--- config.mk ---
export PLATFORM = sky130hd
export DESIGN_NAME = if_mem_fetch
export DESIGN_NICKNAME = d
export VERILOG_FILES = /design/src/rtl/if_mem_fetch.sv
export SDC_FILE = /design/constraint.sdc
export NUM_CORES = 1
export LEC_CHECK = 0
export CORE_MARGIN = 5
export CORE_UTILIZATION = 45
export CTS_CLUSTER_SIZE = 14
export DETAILED_ROUTE_END_ITERATION = 6
export GPL_TIMING_DRIVEN = 0
export HOLD_SLACK_MARGIN = 0.05
export PLACE_DENSITY = 0.76
export REMOVE_ABC_BUFFERS = 1
export SYNTH_ARGS = -nofsm -noshare
export SYNTH_HDL_FRONTEND = slang
export SYNTH_SLANG_ARGS = --single-unit
--- constraint.sdc ---
create_clock -name clk -period 2.9 [get_ports clk]
set_input_delay 0.29 -clock clk [delete_from_list [all_inputs] [get_ports clk]]
set_output_delay 0.29 -clock clk [all_outputs]
set_load 0.005 [all_outputs]
--- src/rtl/if_mem_fetch.sv ---
// if_mem_fetch: instruction fetch responder reading a 32-bit word as four bytes from a byte-wide RAM
// Ports:
//   clk, rst         clock; synchronous active-low reset
//   pc_i, ce_i       fetch byte address and request (sampled only while idle)
//   flush_i          abort the in-flight fetch and drop any request on the same edge
//   busy_o           fetch in flight; the PC stage holds pc_i
//   inst_o           assembled little-endian word, qualified by inst_valid_o
//   inst_valid_o     one-cycle pulse when inst_o holds the requested word
//   mem_a_o          registered RAM byte address
//   mem_din_i        RAM byte for the address presented on the previous edge
// Optional macro ICACHE_EN adds a direct-mapped one-word-per-line instruction cache.
module if_mem_fetch #(
    parameter int ADDR_W       = 17,
    parameter int ICACHE_LINES = 64
) (
    input  logic              clk,
    input  logic              rst,
    input  logic [31:0]       pc_i,
    input  logic              ce_i,
    input  logic              flush_i,
    output logic              busy_o,
    output logic [31:0]       inst_o,
    output logic              inst_valid_o,
    output logic [ADDR_W-1:0] mem_a_o,
    input  logic [7:0]        mem_din_i
);
    localparam logic [1:0] IDLE = 2'd0, RD = 2'd1, CAP = 2'd2;
    logic [1:0]        state;
    logic [1:0]        cnt;
    logic [ADDR_W-1:0] pc_r;
    logic              hit;
    logic [31:0]       hit_word;
    logic              unused_ok;
    assign unused_ok = ^{pc_i[31:ADDR_W], 32'(ICACHE_LINES)};
`ifdef ICACHE_EN
    localparam int IW = $clog2(ICACHE_LINES);
    logic [31:0]          line_data [ICACHE_LINES];
    logic [ADDR_W-IW-3:0] line_tag  [ICACHE_LINES];
    logic [ICACHE_LINES-1:0] line_vld;
    logic [IW-1:0]        ridx, widx;
    logic                 fill;
    assign ridx     = pc_i[IW+1:2];
    assign widx     = pc_r[IW+1:2];
    // only aligned addresses can live in the cache
    assign hit      = state == IDLE && ce_i && !flush_i && pc_i[1:0] == 2'b00 &&
                      line_vld[ridx] && line_tag[ridx] == pc_i[ADDR_W-1:IW+2];
    assign hit_word = line_data[ridx];
    // fill on the final capture edge unless that edge is flushed
    assign fill     = state == CAP && !flush_i && pc_r[1:0] == 2'b00;
    always_ff @(posedge clk) begin
        if (!rst)
            line_vld <= '0;
        else if (fill)
            line_vld[widx] <= 1'b1;
    end
    always_ff @(posedge clk) begin
        if (fill) begin
            line_data[widx] <= {mem_din_i, inst_o[23:0]};
            line_tag[widx]  <= pc_r[ADDR_W-1:IW+2];
        end
    end
`else
    assign hit      = 1'b0;
    assign hit_word = '0;
`endif
    always_ff @(posedge clk) begin
        if (!rst) begin
            state        <= IDLE;
            cnt          <= '0;
            busy_o       <= 1'b0;
            inst_valid_o <= 1'b0;
            inst_o       <= '0;
            mem_a_o      <= '0;
            pc_r         <= '0;
        end else begin
            inst_valid_o <= 1'b0;
            if (flush_i) begin
                state  <= IDLE;
                busy_o <= 1'b0;
            end else if (state == IDLE) begin
                if (hit) begin
                    inst_o       <= hit_word;
                    inst_valid_o <= 1'b1;
                end else if (ce_i) begin
                    pc_r    <= pc_i[ADDR_W-1:0];
                    mem_a_o <= pc_i[ADDR_W-1:0];
                    busy_o  <= 1'b1;
                    cnt     <= '0;
                    state   <= RD;
                end
            end else if (state == RD) begin
                // cnt==n: issue pc+n+1 (n<3) and capture the byte of pc+n-1 (n>0)
                if (cnt != 2'd3)
                    mem_a_o <= pc_r + ADDR_W'({1'b0, cnt} + 3'd1);
                if (cnt != 2'd0)
                    inst_o[{cnt - 2'd1, 3'b000} +: 8] <= mem_din_i;
                cnt <= cnt + 2'd1;
                if (cnt == 2'd3)
                    state <= CAP;
            end else if (state == CAP) begin
                inst_o[31:24] <= mem_din_i;
                inst_valid_o  <= 1'b1;
                busy_o        <= 1'b0;
                state         <= IDLE;
            end else begin
                state  <= IDLE;
                busy_o <= 1'b0;
            end
        end
    end
endmodule

==> metrics.md, run 1 <==
| Metric | Value |
|---|---|
| Rows | `30` |
| Critical path origin | `cnt[0]` |
| Clk sink count | `72` |
| CP max FO | `9` |
| Critical path arrival | `2.71 ns` |
| Grt ovf | `0` |
| CP Cell Sequence | `inv_1, ha_1, fa_1, nand4b_4, nor4_1, xor2_1, a222oi_1, nor2_1` |
| Worst Reg-to-Reg Cells | `8` |
| Critical Path Max Stage Delay | `0.48 ns` |
| EDFF count, synth | `0` |
| Worst vdd ir | `0.431 mV` |
| Net Switching | `490 uW` |
| Die height | `94.4 um` |
| CTS tree | `yes` |
| Relative slew margins | `0.268` |
| Area contributors post-synth | `dfxtp_1, nand2_1, a21oi_1` |
| Clk buf depth | `2` |
| Asr flop ratio synth | `0` |
| Clk root buf | `clkbuf_8` |
| Post-detailed-route count of antenna-violating nets | `0` |
| Switching Share | `0.243` |
| Placed Area | `0.00401 mm^2` |
| Starting Density | `0.466` |
| Cts bufs inserted | `9` |
| # Post-CTS Setup Buffers | `0` |
| Post-CTS Hold Fix Bufs | `0` |
| RSZ-0062 raised after global routing | `no` |
| Share of post-route cells with drive strength above 1 | `0.0633` |
| Final hold violation count | `0` |
| Setup TNS | `0 ns` |
| Count leader, synth | `dfxtp_1` |
| Worst reg2reg path startpoint | `cnt[0]` |
| Worst-Skew Late Latency | `0.34 ns` |
| Mean Syn Cell Area | `8.37 um^2` |
| CP Capture Type | `register` |
| Area Growth Syn to Fin | `31.0%` |
| Hold Path Origin | `inst_o[6]` |
| Clock transition at path regs | `0.07 ns` |
| Worst-Margin Slew | `1.10 ns` |
| Nets | `507` |
| Max Clk Rate | `396 MHz` |
| WL per Instance | `14.7 um` |
| DRC viols | `0` |
| Port Buffer Count | `79` |
| Top FF cell, synth | `dfxtp_1` |
| Top cell type by total area after synthesis | `dfxtp_1` |
| Fin crit share | `0.870` |
| Die width | `94.4 um` |
| Max cap viols | `0` |
| Clk network pwr share | `0.382` |
| Die area | `0.00891 mm^2` |
| First-pass DRT Iterations | `4` |
| Synth Warn # | `0` |
| PwrDens | `481 mW/mm^2` |
| Core Footprint | `0.00687 mm^2` |
| Int Power | `1.53 mW` |
| Fin area | `0.00420 mm^2` |
| Num ports | `95` |
| Vias | `2965` |
| Leakage | `1.46 nW` |
| WL final | `8.13 mm` |
| Post-synthesis cell count | `383` |
| Status | `finished clean` |
| Post-DP HPWL | `5.76 mm` |
| Worst Hold Class | `register to register` |
| Unique cell type count in the Yosys netlist | `55` |
| Max Slew Vio Count | `0` |
| CP Data Required Time | `3.09 ns` |
| Crit-path slowest cell | `dfxtp_1` |
| Seq pwr share | `0.518` |
| ANT cells | `0` |
| CTS resizes | `0` |
| Vias in the first global route | `2808` |
| Fin crit period | `2.52 ns` |
| Worst-case clock skew | `0.00526 ns` |
| CTS H-tree depth | `3` |
| GP Congestion | `0.794` |
| Top cells by count, synth | `dfxtp_1, nand2_1, a21oi_1` |
| Setup violations, final | `0` |
| Reg2reg setup slack | `0.38 ns` |
| Initial antenna violation count | `0` |
| Gr usage total | `0.188` |
| Startpoint Class | `register` |
| Reg2reg end | `mem_a_o[12]` |
| Global-route wire length before repair | `13.3 mm` |
| Hold Crit Depth | `2` |
| Flops & latches, synth | `72` |
| Logic pwr share | `0.100` |
| First DRT Iteration DRCs | `103` |
| Seq/Total Area, Yosys | `0.450` |
| Largest net degree at the start of global routing | `69` |
| Cell Area, Synth | `0.00320 mm^2` |
| Via-per-instance ratio | `5.35` |
| Share of the synthesized area in the top cell type | `0.450` |
| WHS Endpoint | `inst_o[6]` |
| Worst setup path category | `register to register` |
-- logic make-up (layout without fill, tap and decap cells) --
logic type | Yosys count | after routing | share of synthesized area
AOI/OAI and AO/OA | 90 | 90 | 0.175
xor gates and xnor gates | 14 | 14 | 0.0383
adders and majority gates | 9 | 9 | 0.0375
buffers and inverters | 27 | 102 | 0.0422
DFF | 72 | 72 | 0.450
and+or+nand+nor | 171 | 171 | 0.257
-- flip-flops by register name, summed over array words and instances (netlist names) --
signal        flops
busy_o            1
cnt               2
inst_o           32
inst_valid_o      1
mem_a_o          17
pc_r             17
state             2
-- area by class of cell --
type / count / area [um^2]
Multi-Input combinational cell: 284 / 1630
Inverter: 8 / 30.0
Clock buffer: 11 / 141
Sequential cell: 72 / 1440
Tap cell: 96 / 120
Clock inverter: 4 / 45.0
Fill cell: 628 / 2670
Timing Repair Buffer: 79 / 791
-- per-layer routing --
metal,part of all wire,global-route usage,wire length (um)
met1,0.45,0.244,3650
met4,0.020,0.0722,164
met2,0.47,0.310,3820
met5,0,0,0
met3,0.061,0.0367,493
-- per-stage QoR --
step / setup slack, ns / utilization / total power [mW] / hold slack (ns) / std cells
detailed placement: 0.371 / 0.584 / 1.27 / 0.445 / 539
floorplan: 0.653 / - / 1.16 / 0.366 / 364
CTS: 0.357 / 0.611 / 2.03 / 0.453 / 554
global placement: 0.418 / 0.584 / 1.27 / 0.440 / 539
finish: 0.378 / 0.611 / 2.02 / 0.452 / 554
global route: 0.106 / 0.611 / 2.10 / 0.476 / 554
-- power groups by stage --
| stage | Sequential, mW | Clock, mW | Combinational (mW) |
|---|---|---|---|
| after detailed placement | 1.07 | 0 | 0.203 |
| final | 1.05 | 0.770 | 0.203 |
| after CTS | 1.04 | 0.783 | 0.204 |
| after global routing | 1.05 | 0.826 | 0.225 |
| after floorplan | 1.06 | 0 | 0.0958 |
| after global placement | 1.07 | 0 | 0.201 |
-- worst max path at each step --
stage                       end  slack, ns  depth (start not counted)
finish              mem_a_o[12]       0.38                          8
CTS                 mem_a_o[12]       0.36                          8
floorplan           mem_a_o[12]       0.65                          8
global route        mem_a_o[12]       0.11                          8
global placement    mem_a_o[12]       0.42                          8
detailed placement  mem_a_o[12]       0.37                          8
-- worst max-delay path: cells and delay by family (launching register included) --
kind            cells  cell delay, ns
simple gates        3            0.58
fa+ha+maj           2            0.68
xor+xnor            1            0.13
buf+inv             1            0.17
compound gates      1            0.33
flops               1            0.48
-- cells in the final DEF, fill, tap and decap left out, types with 2 or more instances in the layout --
cell type        Yosys  routed
dfxtp_1             72      72
o211ai_1             2       2
ha_1                 8       8
nand3_1             29      29
a22oi_1             14      14
nor3_1               6       6
inv_1                7       7
clkinv_2             0       3
nor2b_1              3       3
clkbuf_8             0      10
o21ai_0              4       4
a211oi_1             4       4
nand4_1              4       4
nand2_1             70      70
clkdlybuf4s50_1      0      79
o22ai_1              6       6
and3_1               2       2
a21oi_1             49      49
nor2_1              35      35
xor2_1               7       7
xnor2_1              7       7
nand2_2              2       2
nor3b_1              2       2
and2_1               3       3
No activity file was read; power rests on OpenSTA's default activity.
==> run 2, diff against run 1 <==
- CAP_MARGIN: not set -> 20
- CORE_UTILIZATION: 45 -> 47
- PLACE_DENSITY: 0.76 -> 0.79
==> metrics.md, run 2 (synthesis results as in run 1) <==
| Metric | Value |
|---|---|
| Status | `finished clean (unchanged)` |
| CP Data Required Time | `3.13 ns (was 3.09 ns)` |
| Worst reg2reg path startpoint | `cnt[0] (unchanged)` |
| # Post-CTS Setup Buffers | `0 (unchanged)` |
| CTS resizes | `0 (unchanged)` |
| Die width | `92.6 um (was 94.4 um)` |
| CP Capture Type | `register (unchanged)` |
| Clock transition at path regs | `0.08 ns (was 0.07 ns)` |
| Worst-Skew Late Latency | `0.34 ns (about the same)` |
| Worst vdd ir | `0.258 mV (was 0.431 mV)` |
| Worst Hold Class | `register to register (unchanged)` |
| CP max FO | `9 (unchanged)` |
| Seq pwr share | `0.498 (was 0.518)` |
| Post-detailed-route count of antenna-violating nets | `0 (unchanged)` |
| Grt ovf | `0 (unchanged)` |
| GP Congestion | `0.817 (was 0.794)` |
| ANT cells | `0 (unchanged)` |
| WHS Endpoint | `inst_o[15] (was inst_o[6])` |
| Nets | `508 (was 507)` |
| Hold Path Origin | `inst_o[15] (was inst_o[6])` |
| Via-per-instance ratio | `5.56 (was 5.35)` |
| WL per Instance | `15.0 um (was 14.7 um)` |
| Fin crit share | `0.871 (was 0.870)` |
| Critical path origin | `cnt[0] (unchanged)` |
| Share of post-route cells with drive strength above 1 | `0.0674 (was 0.0633)` |
| Post-DP HPWL | `5.74 mm (was 5.76 mm)` |
| Worst setup path category | `register to register (unchanged)` |
| Core Footprint | `0.00672 mm^2 (was 0.00687 mm^2)` |
| Reg2reg setup slack | `0.37 ns (was 0.38 ns)` |
| Initial antenna violation count | `0 (unchanged)` |
| Starting Density | `0.477 (was 0.466)` |
| Max Clk Rate | `396 MHz (about the same)` |
| Fin crit period | `2.53 ns (was 2.52 ns)` |
| Clk network pwr share | `0.403 (was 0.382)` |
| Hold Crit Depth | `2 (unchanged)` |
| Area Growth Syn to Fin | `31.7% (was 31.0%)` |
| Vias in the first global route | `2898 (was 2808)` |
| Setup TNS | `0 ns (unchanged)` |
| Int Power | `1.60 mW (was 1.53 mW)` |
| Logic pwr share | `0.099 (was 0.100)` |
| PwrDens | `497 mW/mm^2 (was 481 mW/mm^2)` |
| RSZ-0062 raised after global routing | `no (unchanged)` |
| Regs by FF count | `inst_o x32, mem_a_o x17, pc_r x17 (unchanged)` |
| Global-route wire length before repair | `13.3 mm (about the same)` |
| Final hold slack | `0.451 ns (was 0.452 ns)` |
| DRC viols | `0 (unchanged)` |
| Max reg flops | `32 (unchanged)` |
| WL final | `8.09 mm (was 8.13 mm)` |
| Clk sink count | `72 (unchanged)` |
| Vias | `3000 (was 2965)` |
| Final hold violation count | `0 (unchanged)` |
| CTS tree | `yes (unchanged)` |
| Port Buffer Count | `79 (unchanged)` |
| Worst-case clock skew | `0.00730 ns (was 0.00526 ns)` |
| Max Slew Vio Count | `0 (unchanged)` |
| Gr usage total | `0.190 (was 0.188)` |
| Max cap viols | `0 (unchanged)` |
| Relative slew margins | `0.391 (was 0.268)` |
| Biggest register | `inst_o (unchanged)` |
| Worst Reg-to-Reg Cells | `8 (unchanged)` |
| Post-CTS Hold Fix Bufs | `0 (unchanged)` |
| Worst-Margin Slew | `0.912 ns (was 1.10 ns)` |
| Most common cell after layout, fill and taps aside | `clkdlybuf4s50_1 (unchanged)` |
| Startpoint Class | `register (unchanged)` |
| Clk buf depth | `2 (unchanged)` |
| Reg2reg end | `mem_a_o[12] (unchanged)` |
| Cts bufs inserted | `9 (unchanged)` |
| Num ports | `95 (unchanged)` |
| Largest net degree at the start of global routing | `69 (unchanged)` |
| Switching Share | `0.238 (was 0.243)` |
| First DRT Iteration DRCs | `124 (was 103)` |
| Net Switching | `500 uW (was 490 uW)` |
| Clk root buf | `clkbuf_8 (unchanged)` |
| Leakage | `1.48 nW (was 1.46 nW)` |
| Rows | `30 (unchanged)` |
| Setup violations, final | `0 (unchanged)` |
| Critical path arrival | `2.76 ns (was 2.71 ns)` |
| Die height | `92.6 um (was 94.4 um)` |
| CTS H-tree depth | `3 (unchanged)` |
| Die area | `0.00857 mm^2 (was 0.00891 mm^2)` |
| First-pass DRT Iterations | `5 (was 4)` |
| Most frequent cells in the layout | `clkdlybuf4s50_1, dfxtp_1, nand2_1, a21oi_1, nor2_1 (unchanged)` |
==> run 2: cell types whose count changed in the layout (fill, tap and decap cells not counted) <==
cell / delta
buf_12: +1
bufinv_16: +1
clkbuf_8: -1
clkinv_4: +1
==> run 2: power by group through the flow <==
stage / clock network, mW / logic, mW / registers (mW)
final: 0.846 / 0.209 / 1.05
after global routing: 0.910 / 0.228 / 1.05
after CTS: 0.863 / 0.206 / 1.04
after detailed placement: 0 / 0.204 / 1.07
after global placement: 0 / 0.200 / 1.07
after floorplan: 0 / 0.0958 / 1.06
==> run 2: cell type report <==
| class | count | area (um^2) |
|---|---|---|
| multi-input combinational | 284 | 1630 |
| tap | 80 | 100 |
| timing repair buffer | 80 | 811 |
| clock buffer | 10 | 128 |
| sequential | 72 | 1440 |
| fill | 571 | 2500 |
| inverter | 8 | 30.0 |
| clock inverter | 6 | 83.8 |
==> run 2: per-stage QoR <==
step	power (mW)	utilization	cells	cell area, um^2	setup WS, ns
finish	2.10	0.628	540	4220	0.373
global route	2.19	0.628	540	4220	0.167
CTS	2.11	0.625	539	4200	0.333
detailed placement	1.27	0.594	523	3990	0.398
global placement	1.27	0.594	523	3990	0.419
floorplan	1.16	-	364	3100	0.653
==> run 2: worst max-delay path, stage by stage (launching register included) <==
cell and delay, ns:
dfxtp_1 0.48, inv_1 0.16, ha_1 0.26, fa_1 0.42
nand4b_4 0.26, nor4_1 0.33, xor2_1 0.13, a222oi_1 0.31
nor2_1 0.06
==> run 2: routing by layer <==
layer / vias up / GRT usage / part of all wire
met1: 1363 / 0.240 / 0.42
li1: 1480 / - / -
met4: 0 / 0.0891 / 0.029
met3: 27 / 0.0439 / 0.078
met5: - / 0 / 0
met2: 130 / 0.306 / 0.47
==> run 2: worst max-delay path by stage <==
stage	to	slack, ns	depth (start not counted)
5_1_grt	mem_a_o[12]	0.17	8
4_1_cts	mem_a_o[12]	0.33	8
2_1_floorplan	mem_a_o[12]	0.65	8
3_3_place_gp	mem_a_o[12]	0.42	8
3_5_place_dp	mem_a_o[12]	0.40	8
6_report	mem_a_o[12]	0.37	8
